## src/rtl/pipeline_hazard_ctrl_pkg.sv

```systemverilog
// Shared types and constants for the pipeline hazard controller.
// HAZARD_FORWARDING_EN selects load-use-only stalling.
package pipeline_hazard_ctrl_pkg;

  typedef enum logic [1:0] {
    ST_RUN   = 2'd0,
    ST_STALL = 2'd1,
    ST_FLUSH = 2'd2
  } state_e;

  localparam int STALLS_EX       = 2;
  localparam int STALLS_MEM      = 1;
  localparam int STALLS_LOAD_USE = 1;
  localparam int CNT_W           = 16;

endpackage

```

## src/rtl/pipeline_hazard_ctrl_hazard_detect.sv

```systemverilog
// Combinational RAW match logic: reports how many stall cycles the ID instruction needs.
// With HAZARD_FORWARDING_EN only a load in EX forces a stall.
module hazard_detect
  import pipeline_hazard_ctrl_pkg::*;
(
  input  logic [4:0] rs_i,
  input  logic [4:0] rt_i,
  input  logic       id_ex_regwrite_i,
  input  logic       id_ex_memread_i,
  input  logic [4:0] id_ex_writereg_i,
  input  logic       ex_mem_regwrite_i,
  input  logic [4:0] ex_mem_writereg_i,
  output logic [1:0] req_stalls_o
);

  logic hz_ex;
  logic hz_mem;

  // Register 0 is hardwired to zero, so it never creates a dependency.
  assign hz_ex  = id_ex_regwrite_i && (id_ex_writereg_i != 5'd0) &&
                  ((id_ex_writereg_i == rs_i) || (id_ex_writereg_i == rt_i));
  assign hz_mem = ex_mem_regwrite_i && (ex_mem_writereg_i != 5'd0) &&
                  ((ex_mem_writereg_i == rs_i) || (ex_mem_writereg_i == rt_i));

`ifdef HAZARD_FORWARDING_EN
  logic unused_hz_mem;
  assign unused_hz_mem = hz_mem;
  assign req_stalls_o  = (hz_ex && id_ex_memread_i) ? 2'(STALLS_LOAD_USE) : 2'd0;
`else
  logic unused_memread;
  assign unused_memread = id_ex_memread_i;
  // The EX-stage distance is the larger requirement, so it is tested first.
  assign req_stalls_o   = hz_ex  ? 2'(STALLS_EX)  :
                          hz_mem ? 2'(STALLS_MEM) : 2'd0;
`endif

endmodule

```

## src/rtl/pipeline_hazard_ctrl.sv

```systemverilog
// Pipeline stall/flush controller: RUN/STALL/FLUSH FSM, stall-cycle counter and control decode.
// Build option HAZARD_FORWARDING_EN limits stalls to load-use hazards.
module pipeline_hazard_ctrl
  import pipeline_hazard_ctrl_pkg::*;
(
  input  logic             clk,
  input  logic             reset,
  input  logic [4:0]       IF_ID_Rs,
  input  logic [4:0]       IF_ID_Rt,
  input  logic             ID_EX_RegWrite,
  input  logic             ID_EX_MemRead,
  input  logic [4:0]       ID_EX_Writereg,
  input  logic             EX_MEM_RegWrite,
  input  logic [4:0]       EX_MEM_Writereg,
  input  logic             PCSrc,
  output logic             PCWrite,
  output logic             IF_ID_Write,
  output logic             IF_ID_Flush,
  output logic             ID_EX_Bubble,
  output logic             EX_MEM_Flush,
  output logic [CNT_W-1:0] stall_count
);

  state_e           state_q, state_d;
  logic [1:0]       rem_q, rem_d;
  logic [CNT_W-1:0] stall_count_q;
  logic [1:0]       req_stalls;

  hazard_detect u_hazard_detect (
    .rs_i              (IF_ID_Rs),
    .rt_i              (IF_ID_Rt),
    .id_ex_regwrite_i  (ID_EX_RegWrite),
    .id_ex_memread_i   (ID_EX_MemRead),
    .id_ex_writereg_i  (ID_EX_Writereg),
    .ex_mem_regwrite_i (EX_MEM_RegWrite),
    .ex_mem_writereg_i (EX_MEM_Writereg),
    .req_stalls_o      (req_stalls)
  );

  always_comb begin
    // NOTE: every output and next-state value gets a default first so no path infers a latch.
    state_d      = state_q;
    rem_d        = rem_q;
    PCWrite      = 1'b1;
    IF_ID_Write  = 1'b1;
    IF_ID_Flush  = 1'b0;
    ID_EX_Bubble = 1'b0;
    EX_MEM_Flush = 1'b0;

    if (reset) begin
      state_d = ST_RUN;
      rem_d   = 2'd0;
    end else if (PCSrc) begin
      // A taken branch squashes the wrong-path instructions and aborts any stall.
      IF_ID_Flush  = 1'b1;
      ID_EX_Bubble = 1'b1;
      EX_MEM_Flush = 1'b1;
      state_d      = ST_FLUSH;
      rem_d        = 2'd0;
    end else begin
      unique case (state_q)
        ST_RUN: begin
          if (req_stalls != 2'd0) begin
            PCWrite      = 1'b0;
            IF_ID_Write  = 1'b0;
            ID_EX_Bubble = 1'b1;
            if (req_stalls > 2'd1) begin
              rem_d   = req_stalls - 2'd1;
              state_d = ST_STALL;
            end
          end
        end
        ST_STALL: begin
          PCWrite      = 1'b0;
          IF_ID_Write  = 1'b0;
          ID_EX_Bubble = 1'b1;
          rem_d        = rem_q - 2'd1;
          if (rem_q == 2'd1) state_d = ST_RUN;
        end
        ST_FLUSH: state_d = ST_RUN;
        default:  state_d = ST_RUN;
      endcase
    end
  end

  // NOTE: sequential state uses non-blocking assignments so every register samples pre-edge values.
  always_ff @(posedge clk) begin
    if (reset) begin
      state_q       <= ST_RUN;
      rem_q         <= 2'd0;
      stall_count_q <= '0;
    end else begin
      state_q <= state_d;
      rem_q   <= rem_d;
      if (!PCWrite && (stall_count_q != '1)) stall_count_q <= stall_count_q + 1'b1;
    end
  end

  assign stall_count = stall_count_q;

endmodule

```

## config.mk

```make
export PLATFORM = sky130hd
export DESIGN_NAME = pipeline_hazard_ctrl
export DESIGN_NICKNAME = d
export VERILOG_FILES = /design/src/rtl/pipeline_hazard_ctrl_pkg.sv /design/src/rtl/pipeline_hazard_ctrl_hazard_detect.sv /design/src/rtl/pipeline_hazard_ctrl.sv
export SDC_FILE = /design/constraint.sdc
export NUM_CORES = 1
export LEC_CHECK = 0
export BUFFER_PORTS_ARGS = -buffer_cell sky130_fd_sc_hd__buf_2
export CORE_MARGIN = 5
export CORE_UTILIZATION = 49
export DETAILED_ROUTE_END_ITERATION = 10
export PLACE_DENSITY = 0.78
export SYNTH_ARGS = -nofsm -noshare
export SYNTH_HDL_FRONTEND = slang
export SYNTH_SLANG_ARGS = --single-unit
```

## constraint.sdc

```tcl
create_clock -name clk -period 2.7 [get_ports clk]
set_input_delay 0.135 -clock clk [delete_from_list [all_inputs] [get_ports clk]]
set_output_delay 0.135 -clock clk [all_outputs]
set_load 0.01 [all_outputs]
```

==> impl_summary.txt <==
----------------------------------------------------
[Detailed routing]
  Detailed-router iteration count before antenna repair ... 4
  DRT iter0 DRCs ... 29
  Antenna violation net count after detailed routing ... 0
  Routed WL per cell ... roughly 14 um
  Vias post-DR ... 1,271
  Final routed DRC violation total ... 0
  Overall routed net length ... between 3000 and 4000 um
  Detail-routed via count per cell ... 5.649

[Synth]
  Top cells by instance count after synthesis ... sky130_fd_sc_hd__dfxtp_1, sky130_fd_sc_hd__xnor2_1, sky130_fd_sc_hd__nand2_1
  Count of flip-flops with a built-in enable after synthesis ... 0
  Asr flop ratio synth ... 0%
  Cells after Synth ... 150
  Cell taking the most area after synthesis ... sky130_fd_sc_hd__dfxtp_1
  Sequential-to-total area share from yosys stat ... 30.59%
  Predominant post-synthesis flop cell ... sky130_fd_sc_hd__dfxtp_1
  Synth top area share ... 30.59%
  Syn nets ... 178
  Yosys warns ... 0
  Count of distinct cell types in the synthesized netlist ... 41
  Most area-consuming cells after synthesis ... sky130_fd_sc_hd__dfxtp_1, sky130_fd_sc_hd__xnor2_1, sky130_fd_sc_hd__nand3_1
  Average cell area after synthesis ... about 8.7 um^2
  Post-synthesis cell area ... ~1300 um^2
  Register bit count reported by yosys ... 20

[Die]
  I/O pin count ... 47
  Die height ... 61.68 um
  Standard-cell row count ... 18
  Horiz. Die Dim ... 61.68 um
  Area of the core ... between 2000 and 3000 um^2
  Full die area ... 3804 um^2
  Starting Density ... 51.88%

[Global route]
  Vias in the first global route ... ~1,200
  Overall Global Routing Usage ... around 18%
  Largest net degree at the start of global routing ... 24
  Initial antenna violation count ... 0
  Wire length of the first global-routing pass ... 5140 um
  Overflow left after global routing ... 0

[Clocking]
  Clock latency of the later-clocked register in the worst-skew pair ... 0.30 ns
  Clk sink count ... 20
  Largest buffer count on any clock path ... 2
  Maximum level of the CTS H-tree ... 1
  Clock-pin slew on the worst setup and hold paths ... ~0.12 ns
  Root cell of the clock tree ... sky130_fd_sc_hd__clkbuf_4
  Post-CTS setup buffers ... 0
  Number of buffers created by CTS ... 3
  Number of cells upsized or downsized after cts ... 0
  CTS tree ... yes
  Hold buffer count at cts ... 0

[Worst setup path]
  Crit path required time ... 2.95 ns
  Data arrival time of the critical path ... 2.31 ns
  Startpoint-to-endpoint class of the critical path ... reg -> reg
  CP max FO ... 23
  Launching point of the worst reg2reg path ... stall_count[0]
  Crit start category ... flop
  Reg2reg path depth ... 7
  Worst R2R Setup Slack ... 0.63 ns
  Endpoint kind of the worst setup timing path ... flop
  Worst reg2reg path endpoint ... stall_count[7]

[Hold path]
  Critical hold path startpoint ... PCSrc
  Type of the worst min-delay path ... in -> reg
  Cell depth of the worst hold path ... 2
  Endpoint of the worst hold path ... rem_q[1]

[Finish]
  Fraction of final layout cells sized beyond drive strength 1 ... 31.28%
  Filler-free cell count of the finished design ... 225
  Core Util, Final ... 61.71%
  Number of fill cells ... 236
  Signed area change from the synthesized netlist to the final layout ... 18.93%
  Inserted Diodes ... 0
  Final Instance Area ... 1556 um^2
  Multi-input gate area in the final layout ... about 800 um^2
  Register cell area after layout ... ~400 um^2
  Number of nets at the end of the flow ... 224

[Pwr]
  Power density over cell area ... 406.9 nW/um^2
  Worst VDD drop ... between 0.0003 and 0.0004 V
  Leakage component of the power ... 0.6043 nW
  Combinational share of power ... roughly 15%
  P_int ... 0.4922 mW
  Clk pwr share ... about two fifths
  Switching power of the nets ... 0.1411 mW
  Part of the total power dissipated in sequential elements ... 47.0%
  Fraction of power spent switching nets ... 22.28%
  Total Power ... between 0.6 and 0.7 mW

[Placed design]
  Routability congestion estimate from global placement ... 0.8329
  Placed Instances ... 221
  Count of input and output buffers ... 45
  DPL Wire Length ... 2526 um
  DP Area ... between 1500 and 2000 um^2

[STA]
  Accumulated negative setup slack ... 0 ns
  Final hold violation count ... 0
  Max_slew headroom ... 74.92%
  Number of endpoints failing setup at the final stage ... 0
  Upper clock frequency limit ... 484.1 MHz
  Worst Tran Pin Value ... between 0.3 and 0.4 ns
  Share of the clock period used by the worst path after layout ... 76.51%
  Final-report max-slew violation count ... 0
  RSZ-0062 raised after global routing ... no
  Post-layout minimum cycle time ... 2.066 ns
  Worst setup skew after layout ... 0.009351 ns

[Flow run]
  Max-capacitance violation count ... 0

[Outcome]
  Outcome ... finished clean

----------------------------------------------------
-- power groups by stage --
| stage | Clock (mW) | Combinational [mW] | Sequential, mW |
|---|---|---|---|
| 2_1_floorplan | 0 | 0.0608 | 0.305 |
| 3_3_place_gp | 0 | 0.0894 | 0.304 |
| 3_5_place_dp | 0 | 0.0929 | 0.305 |
| 4_1_cts | 0.250 | 0.0934 | 0.298 |
| 5_1_grt | 0.263 | 0.102 | 0.298 |
| 6_report | 0.242 | 0.0930 | 0.298 |
-- state kept, by name (all words and copies together) (netlist names) --
register	cells
state_q	2
stall_count	16
rem_q	2
-- layout make-up --
| cell class | instances | area share [%] |
|---|---|---|
| Clock buffer | 3 | 1.447 |
| Clock inverter | 1 | 1.929 |
| Inverter | 8 | 1.929 |
| Multi-Input combinational cell | 116 | 51.13 |
| Sequential cell | 20 | 25.72 |
| Tap cell | 30 | 2.412 |
| Timing Repair Buffer | 47 | 15.43 |
-- through the flow --
stage | hold slack, ns | setup slack [ns]
after global placement | 0.3710 | 0.5447
final | 0.06074 | 0.6343
after global routing | 0.04571 | 0.4404
after floorplan | 0.2111 | 0.7082
after CTS | 0.04964 | 0.6282
after detailed placement | 0.3804 | 0.4975
-- critical path, cell delays in order (launching register included) --
cell,delay [ns]
sky130_fd_sc_hd__dfxtp_1,0.37
sky130_fd_sc_hd__ha_1,0.23
sky130_fd_sc_hd__nand3_1,0.11
sky130_fd_sc_hd__nor3_1,0.09
sky130_fd_sc_hd__nand3_1,0.14
sky130_fd_sc_hd__nand3_4,0.24
sky130_fd_sc_hd__or4_2,0.67
sky130_fd_sc_hd__a21oi_1,0.15
-- placed cells by master (no fill, tap or decap), types with 3 or more instances in the layout --
master | Yosys | routed
sky130_fd_sc_hd__o31ai_1 | 5 | 5
sky130_fd_sc_hd__nand2_1 | 12 | 12
sky130_fd_sc_hd__nand3_1 | 11 | 11
sky130_fd_sc_hd__o41ai_1 | 3 | 3
sky130_fd_sc_hd__inv_1 | 8 | 8
sky130_fd_sc_hd__nor2_1 | 9 | 9
sky130_fd_sc_hd__o311ai_0 | 3 | 3
sky130_fd_sc_hd__dfxtp_1 | 20 | 20
sky130_fd_sc_hd__a21oi_1 | 8 | 8
sky130_fd_sc_hd__clkbuf_4 | 0 | 3
sky130_fd_sc_hd__nor2b_1 | 3 | 3
sky130_fd_sc_hd__xnor2_1 | 20 | 20
sky130_fd_sc_hd__buf_2 | 0 | 45
sky130_fd_sc_hd__mux2i_1 | 4 | 4
sky130_fd_sc_hd__or4_2 | 4 | 4
sky130_fd_sc_hd__nand4_1 | 5 | 5
-- cell families after synthesis --
kind of cell,count (synthesis),synth area share (%)
xor gates and xnor gates,21,14.05
muxes,5,3.920
and+or+nand+nor,57,24.00
adders and majority gates,2,1.912
buffers and inverters,14,8.604
DFF,20,30.59
AOI/OAI and AO/OA,31,16.92
-- per-layer routing --
layer / wire length [um] / global-route usage, % / share of wire [%]
met1: 1331 / 20.81 / 42
met2: 1539 / 30.64 / 49
met3: 196 / 3.564 / 6.3
met4: 64 / 8.485 / 2.0
met5: 0 / 0 / 0
-- worst max-delay path by stage --
stage,start,to,slack [ns]
global placement,ID_EX_Writereg[0],stall_count[9],0.54
detailed placement,ID_EX_Writereg[0],stall_count[9],0.50
finish,stall_count[0],stall_count[7],0.63
floorplan,stall_count[0],stall_count[10],0.71
CTS,stall_count[0],stall_count[7],0.63
global route,stall_count[0],stall_count[13],0.44
Note: power is estimated with default switching activity, not from simulation.
